### src/rtl/chain_score_pipe.sv
// Four-stage chaining-score pipeline for minimap2 anchor pairs with a
// per-group best-predecessor tracker on the output side.
module chain_score_pipe #(
    parameter int DATA_W    = 32,
    parameter int SCORE_W   = 32,
    parameter int TAG_W     = 16,
    parameter int MAX_DIST  = 5000,
    parameter int BW        = 500,
    parameter int AVG_MUL   = 41,
    parameter int AVG_SHIFT = 12
) (
    input  logic                      clk,
    input  logic                      reset,
    input  logic                      in_valid,
    output logic                      in_ready,
    input  logic                      in_last,
    input  logic [TAG_W-1:0]          in_tag,
    input  logic [DATA_W-1:0]         riX,
    input  logic [DATA_W-1:0]         riY,
    input  logic [DATA_W-1:0]         qiX,
    input  logic [DATA_W-1:0]         qiY,
    input  logic [DATA_W-1:0]         W,
    input  logic [DATA_W-1:0]         W_avg,
    output logic                      out_valid,
    input  logic                      out_ready,
    output logic signed [SCORE_W-1:0] out_score,
    output logic [TAG_W-1:0]          out_tag,
    output logic                      out_last,
    output logic                      best_valid,
    output logic signed [SCORE_W-1:0] best_score,
    output logic [TAG_W-1:0]          best_tag,
    output logic                      best_found
);
    localparam int PROD_W = 2*DATA_W + 8;
    localparam int LOG_W  = $clog2(DATA_W + 1);
    localparam logic signed [DATA_W:0] MAX_D  = (DATA_W+1)'(MAX_DIST);
    localparam logic [DATA_W+1:0]      BW_U   = (DATA_W+2)'(BW);
    localparam logic signed [SCORE_W-1:0] NEG_INF = {1'b1, {(SCORE_W-1){1'b0}}};
    localparam logic signed [PROD_W+1:0] SAT_HI =
        {{(PROD_W+3-SCORE_W){1'b0}}, {(SCORE_W-1){1'b1}}};
    localparam logic signed [PROD_W+1:0] SAT_LO =
        {{(PROD_W+2-SCORE_W){1'b1}}, 1'b1, {(SCORE_W-2){1'b0}}, 1'b1};

    function automatic logic [LOG_W-1:0] msb_pos(input logic [DATA_W:0] v);
        msb_pos = '0;
        for (int k = 0; k <= DATA_W; k++)
            if (v[k]) msb_pos = LOG_W'(k);
    endfunction

    logic advance;
    assign advance  = !(out_valid && !out_ready);
    assign in_ready = advance;

    // S1: signed deltas and range checks
    logic signed [DATA_W:0] dr_c, dq_c;
    logic                   range_ok_c;
    assign dr_c = $signed({1'b0, riX}) - $signed({1'b0, qiX});
    assign dq_c = $signed({1'b0, riY}) - $signed({1'b0, qiY});
    assign range_ok_c = !dr_c[DATA_W] && (dr_c != '0) && (dr_c <= MAX_D) &&
                        !dq_c[DATA_W] && (dq_c != '0) && (dq_c <= MAX_D);

    logic                   s1_valid, s1_last, s1_ok;
    logic [TAG_W-1:0]       s1_tag;
    logic signed [DATA_W:0] s1_dr, s1_dq;
    logic [DATA_W-1:0]      s1_w, s1_w_avg;

    // S2: band distance, alpha and leading-one position
    logic signed [DATA_W+1:0] diff_c;
    logic [DATA_W+1:0]        dd_c;
    logic [DATA_W-1:0]        min_rq_c, alpha_c;
    assign diff_c   = {s1_dr[DATA_W], s1_dr} - {s1_dq[DATA_W], s1_dq};
    assign dd_c     = diff_c[DATA_W+1] ? $unsigned(-diff_c) : $unsigned(diff_c);
    assign min_rq_c = (s1_dr < s1_dq) ? s1_dr[DATA_W-1:0] : s1_dq[DATA_W-1:0];
    assign alpha_c  = (s1_w < min_rq_c) ? s1_w : min_rq_c;

    logic              s2_valid, s2_last, s2_ok;
    logic [TAG_W-1:0]  s2_tag;
    logic [DATA_W:0]   s2_dd;
    logic [DATA_W-1:0] s2_alpha, s2_w_avg;
    logic [LOG_W-1:0]  s2_log;

    logic              s3_valid, s3_last, s3_ok;
    logic [TAG_W-1:0]  s3_tag;
    logic [PROD_W-1:0] s3_prod;
    logic [DATA_W-1:0] s3_alpha;
    logic [LOG_W-1:0]  s3_log;

    // S4: shift, subtract at full width, then clamp into the score range
    logic [PROD_W-1:0]         avg_c;
    logic [PROD_W+1:0]         alpha_x, avg_x, log_x;
    logic signed [PROD_W+1:0]  gap_c;
    logic signed [SCORE_W-1:0] score_c;
    assign avg_c   = s3_prod >> AVG_SHIFT;
    assign alpha_x = (PROD_W+2)'(s3_alpha);
    assign avg_x   = (PROD_W+2)'(avg_c);
    assign log_x   = (PROD_W+2)'(s3_log);
    assign gap_c   = $signed(alpha_x) - $signed(avg_x) - $signed(log_x);

    always_comb begin
        score_c = gap_c[SCORE_W-1:0];
        if (!s3_ok)               score_c = NEG_INF;
        else if (gap_c > SAT_HI)  score_c = SAT_HI[SCORE_W-1:0];
        else if (gap_c < SAT_LO)  score_c = SAT_LO[SCORE_W-1:0];
    end

    // NOTE: the stage datapath carries no reset; the valid bits alone decide
    // whether a stage holds a pair, which keeps reset fan-out to the control.
    always_ff @(posedge clk) begin
        if (advance) begin
            s1_last  <= in_last;   s1_tag   <= in_tag;
            s1_dr    <= dr_c;      s1_dq    <= dq_c;
            s1_w     <= W;         s1_w_avg <= W_avg;
            s1_ok    <= range_ok_c;
            s2_last  <= s1_last;   s2_tag   <= s1_tag;
            s2_dd    <= dd_c[DATA_W:0];
            s2_ok    <= s1_ok && (dd_c <= BW_U);
            s2_alpha <= alpha_c;   s2_w_avg <= s1_w_avg;
            s2_log   <= msb_pos(dd_c[DATA_W:0]);
            s3_last  <= s2_last;   s3_tag   <= s2_tag;
            s3_ok    <= s2_ok;     s3_alpha <= s2_alpha;
            s3_log   <= s2_log >> 1;
            s3_prod  <= PROD_W'(s2_dd) * PROD_W'(s2_w_avg) * PROD_W'(AVG_MUL);
        end
    end

    logic out_legal;
    always_ff @(posedge clk) begin
        if (reset) begin
            s1_valid  <= 1'b0;
            s2_valid  <= 1'b0;
            s3_valid  <= 1'b0;
            out_valid <= 1'b0;
            out_score <= '0;
            out_tag   <= '0;
            out_last  <= 1'b0;
            out_legal <= 1'b0;
        end else if (advance) begin
            s1_valid  <= in_valid;
            s2_valid  <= s1_valid;
            s3_valid  <= s2_valid;
            out_valid <= s3_valid;
            if (s3_valid) begin
                out_score <= score_c;
                out_tag   <= s3_tag;
                out_last  <= s3_last;
                out_legal <= s3_ok;
            end
        end
    end

    // Group tracker: the first tag of a group is kept until a legal pair wins
    logic signed [SCORE_W-1:0] run_score, cand_score;
    logic [TAG_W-1:0]          run_tag, cand_tag;
    logic                      run_found, run_empty, cand_found, out_fire;
    assign out_fire = out_valid && out_ready;

    always_comb begin
        cand_score = run_score;
        cand_tag   = run_empty ? out_tag : run_tag;
        cand_found = run_found;
        if (out_legal && (!run_found || out_score > run_score)) begin
            cand_score = out_score;
            cand_tag   = out_tag;
            cand_found = 1'b1;
        end
    end

    always_ff @(posedge clk) begin
        if (reset) begin
            run_score  <= NEG_INF;
            run_tag    <= '0;
            run_found  <= 1'b0;
            run_empty  <= 1'b1;
            best_valid <= 1'b0;
            best_score <= '0;
            best_tag   <= '0;
            best_found <= 1'b0;
        end else begin
            best_valid <= 1'b0;
            if (out_fire) begin
                if (out_last) begin
                    best_valid <= 1'b1;
                    best_score <= cand_score;
                    best_tag   <= cand_tag;
                    best_found <= cand_found;
                    run_score  <= NEG_INF;
                    run_tag    <= '0;
                    run_found  <= 1'b0;
                    run_empty  <= 1'b1;
                end else begin
                    run_score  <= cand_score;
                    run_tag    <= cand_tag;
                    run_found  <= cand_found;
                    run_empty  <= 1'b0;
                end
            end
        end
    end
endmodule

### config.mk
export PLATFORM = sky130hd
export DESIGN_NAME = chain_score_pipe
export DESIGN_NICKNAME = d
export VERILOG_FILES = /design/src/rtl/chain_score_pipe.sv
export SDC_FILE = /design/constraint.sdc
export NUM_CORES = 2
export LEC_CHECK = 0
export ABC_AREA = 1
export BUFFER_PORTS_ARGS = -buffer_cell sky130_fd_sc_hd__buf_2
export CAP_MARGIN = 20
export CORE_UTILIZATION = 40
export CTS_BUF_LIST = sky130_fd_sc_hd__clkbuf_4 sky130_fd_sc_hd__clkbuf_8
export DETAILED_ROUTE_END_ITERATION = 16
export PLACE_DENSITY = 0.62
export SETUP_SLACK_MARGIN = 0.5
export SLEW_MARGIN = 15
export SYNTH_ARGS = -nofsm -noshare
export SYNTH_HDL_FRONTEND = slang
export SYNTH_SLANG_ARGS = --single-unit
### constraint.sdc
create_clock -name clk -period 15.9 [get_ports clk]
set_clock_uncertainty 0.05 [all_clocks]
set_input_delay 2.385 -clock clk [delete_from_list [all_inputs] [get_ports clk]]
set_output_delay 2.385 -clock clk [all_outputs]
set_load 0.02 [all_outputs]
==> metrics.log <==
INFO  metric clkLatencyLatePin = 0.89 ns
INFO  metric die_w = 441 microns
INFO  metric synth-async-reset-ratio = 0%
INFO  metric grt_max_degree = 75
INFO  metric post_synth_design_cell_area = 0.0771 sq mm
INFO  metric post-synth-top-area-fraction = 25.2%
INFO  metric globalRouteOverflowTotal = 0
INFO  metric core_region_area = 0.191 sq mm
INFO  metric cap_violations = 0
INFO  metric placement.io_buffers = 313
INFO  metric first_pass_grt_wire_length = 376000 microns
INFO  metric die-area = 0.194 sq mm
INFO  metric syn_area_per_cell = 7.57 sq um
INFO  metric critPathLaunchType = flop
INFO  metric ctsLongestPathBuffers = 3
INFO  metric layout.cells.most_common = nand2_1
INFO  metric area_growth = 8.06%
INFO  metric drt_wl_total = 240000 microns
INFO  metric cts.htree.levels = 3
INFO  metric final_layout_size_suffix_gt1_share = 7.38%
INFO  metric synth-seq-area-share = 18.9%
INFO  metric most_frequent_cells_in_the_layout = nand2_1 (2841), inv_1 (2373), fa_1 (972)
INFO  metric timing.final.crit_period = 11.71 ns
INFO  metric grt_setup_unrepaired = no
INFO  metric worst_ep_required_time = 16.44 ns
INFO  metric tritoncts_clock_tree = yes
INFO  metric headroom_to_the_max_slew_limit = 27.5%
INFO  metric via_per_inst = 5.06
INFO  metric holdCritPathClass = flop to flop
INFO  metric root_driver = clkbuf_8
INFO  metric rr_worst_depth = 38
INFO  metric grt_pass1_vias = 67343
INFO  metric number_of_iterations_in_the_first_detailed_routing_pass = 8
INFO  metric grt_antenna_before_repair = 11
INFO  metric drc_errors = 0
INFO  metric tritoncts_num_sinks = 536
INFO  metric io_pins = 314
INFO  metric floorplan.die.height = 441 microns
INFO  metric fmaxAchievable = 85.4 MHz
INFO  metric post_synth_edffs = 382
INFO  metric layout_worst_path_cycle_share = 73.6%
INFO  metric critical_path.max_fanout = 27
INFO  metric path_clk_slew = 0.07 ns
INFO  metric worst_path_class_setup = flop to flop
INFO  metric drtIter0Drc = 4648
INFO  metric worst_setup_path_end_kind = flop
INFO  metric synth-main-ff-cell = edfxtp_1
INFO  metric setup_total_negative_slack = 0 ns
INFO  metric synth.ff_latch_count = 536
INFO  metric detail_route.wl_per_cell = 18.6 microns
INFO  metric netlist.top_cell.by_area = fa_1
INFO  metric route.antenna.remaining_nets = 0
INFO  metric final_hpwl_from_detailed_placement = 193000 microns
INFO  metric std_cell_rows = 160
INFO  metric floorplan.initialDensity = 40.4%
INFO  metric grt_use_total = 24.9%
INFO  metric critical_path.slowest_cell = fa_1
INFO  metric setup_violations = 0
INFO  metric fin_nets = 12220
INFO  metric slowest_delay = 0.57 ns
INFO  metric hold_buffers = 0
INFO  metric timing.critical_path.mode_cell = fa_1
INFO  metric synthDistinctLibCells = 60
INFO  metric place_area = 0.0812 sq mm
INFO  metric cts_buffers = 98
INFO  metric cts_setup_buffers = 0
INFO  metric synthesis.nets = 12041
INFO  metric cts_resized = 0
INFO  metric synth-warning-count = 0
INFO  metric number_of_hold_slack_violations_in_the_final_timing_report = 0
INFO  metric post_synth_main_area_contributors = fa_1 (25%), edfxtp_1 (15%), nand2_1 (14%)
INFO  metric routabilityCongestion = 0.962
INFO  metric final_cell_area = 0.0833 sq mm
INFO  metric status = finished, final reports clean
INFO  metric synth_cells = 10178
INFO  metric max_slew.worst_pin.slew = 1.08 ns
INFO  metric route.vias.total = 65505
INFO  metric holdPathStages = 0
INFO  metric timing_max_transition_violations_final = 0
INFO  metric cp_data_arrival_time = 12.25 ns
## cell families after synthesis
group | count (synthesis) | synth area share [%]
flip-flops | 536 | 18.9
AND/OR/NAND/NOR | 4132 | 22.1
buffers and inverters | 2737 | 13.4
XOR/XNOR | 261 | 2.97
adder cells (fa/ha/maj) | 1650 | 36.3
AO/OA/AOI/OAI | 862 | 6.42
## stage by stage
step	hold slack (ns)	setup WS, ns	instances	utilization, %
final	0.344	4.19	12951	43.7
after floorplan	0.350	3.47	10178	-
after global routing	0.356	3.55	12950	43.7
after detailed placement	0.355	4.33	12767	42.6
after CTS	0.362	4.28	12946	43.6
after global placement	0.351	4.26	12766	42.6
## cell type report
cell class                      count  area (sq um)
Antenna cell                        4          10.0
Clock buffer                      131          1620
Clock inverter                     48           465
Fill cell                       19338        107000
Inverter                         2419          9090
Multi-Input combinational cell   6905         52200
Sequential cell                   536         14600
Tap cell                         2511          3140
Timing Repair Buffer              397          2200
## synthesized netlist by cell type, types with 4 or more instances
master,instances
a211oi_1,9
a21boi_0,14
a21o_1,26
a21oi_1,404
a21oi_2,26
a221oi_1,4
a22o_1,16
a31oi_1,48
and2_1,9
and3_1,4
buf_1,8
buf_2,7
buf_6,5
clkbuf_1,298
clkinv_1,9
dfxtp_1,154
edfxtp_1,382
fa_1,972
ha_1,678
inv_1,2374
inv_2,36
nand2_1,2841
nand2_2,50
nand3_1,336
nand3_2,17
nand3b_1,40
nand4_1,102
nor2_1,579
nor2_2,40
nor2_4,16
nor3_1,57
nor4_1,22
o211ai_1,11
o21a_1,25
o21ai_0,203
o21ai_1,18
o21bai_1,23
o221ai_1,12
o31ai_1,6
or2_2,8
xnor2_1,90
xor2_1,171
## metal layers
metal  vias to the layer above  wire [microns]  track usage, %
met4                         6            8340            8.36
met3                       444           14900            2.95
met2                      2049          117000            43.3
met1                     31830          100000            31.8
met5                         -              41               0
li1                      31176               -               -
## final timing paths
check / end / startpoint / slack (ns)
min reg2reg: s3_alpha[25] / s2_alpha[25] / 0.34
max: s3_prod[68] / s2_dd[2] / 4.19
max reg2reg: s3_prod[68] / s2_dd[2] / 4.19
min: s3_alpha[25] / s2_alpha[25] / 0.34
## sequential cells by signal, indices dropped and copies added (netlist names), 5 cells and up
register / flops
best_score: 32
best_tag: 16
out_score: 32
out_tag: 16
run_score: 32
run_tag: 16
s1_dq: 33
s1_dr: 33
s1_tag: 16
s1_w: 32
s1_w_avg: 32
s2_alpha: 32
s2_dd: 33
s2_log: 5
s2_tag: 16
s2_w_avg: 32
s3_alpha: 32
s3_log: 5
s3_prod: 59
s3_tag: 16
## critical path, delay by kind of cell, from the launching register on
family	cells	cell delay, ns
adder cells (fa/ha/maj)	13	6.19
AO/OA/AOI/OAI	9	2.36
buffers and inverters	7	0.90
AND/OR/NAND/NOR	7	0.88
XOR/XNOR	2	0.54
flip-flops	1	0.50
Power is left out: the tool's default activity adds up to more than one toggle a clock period on the data nets, which glitch-free logic cannot reach.
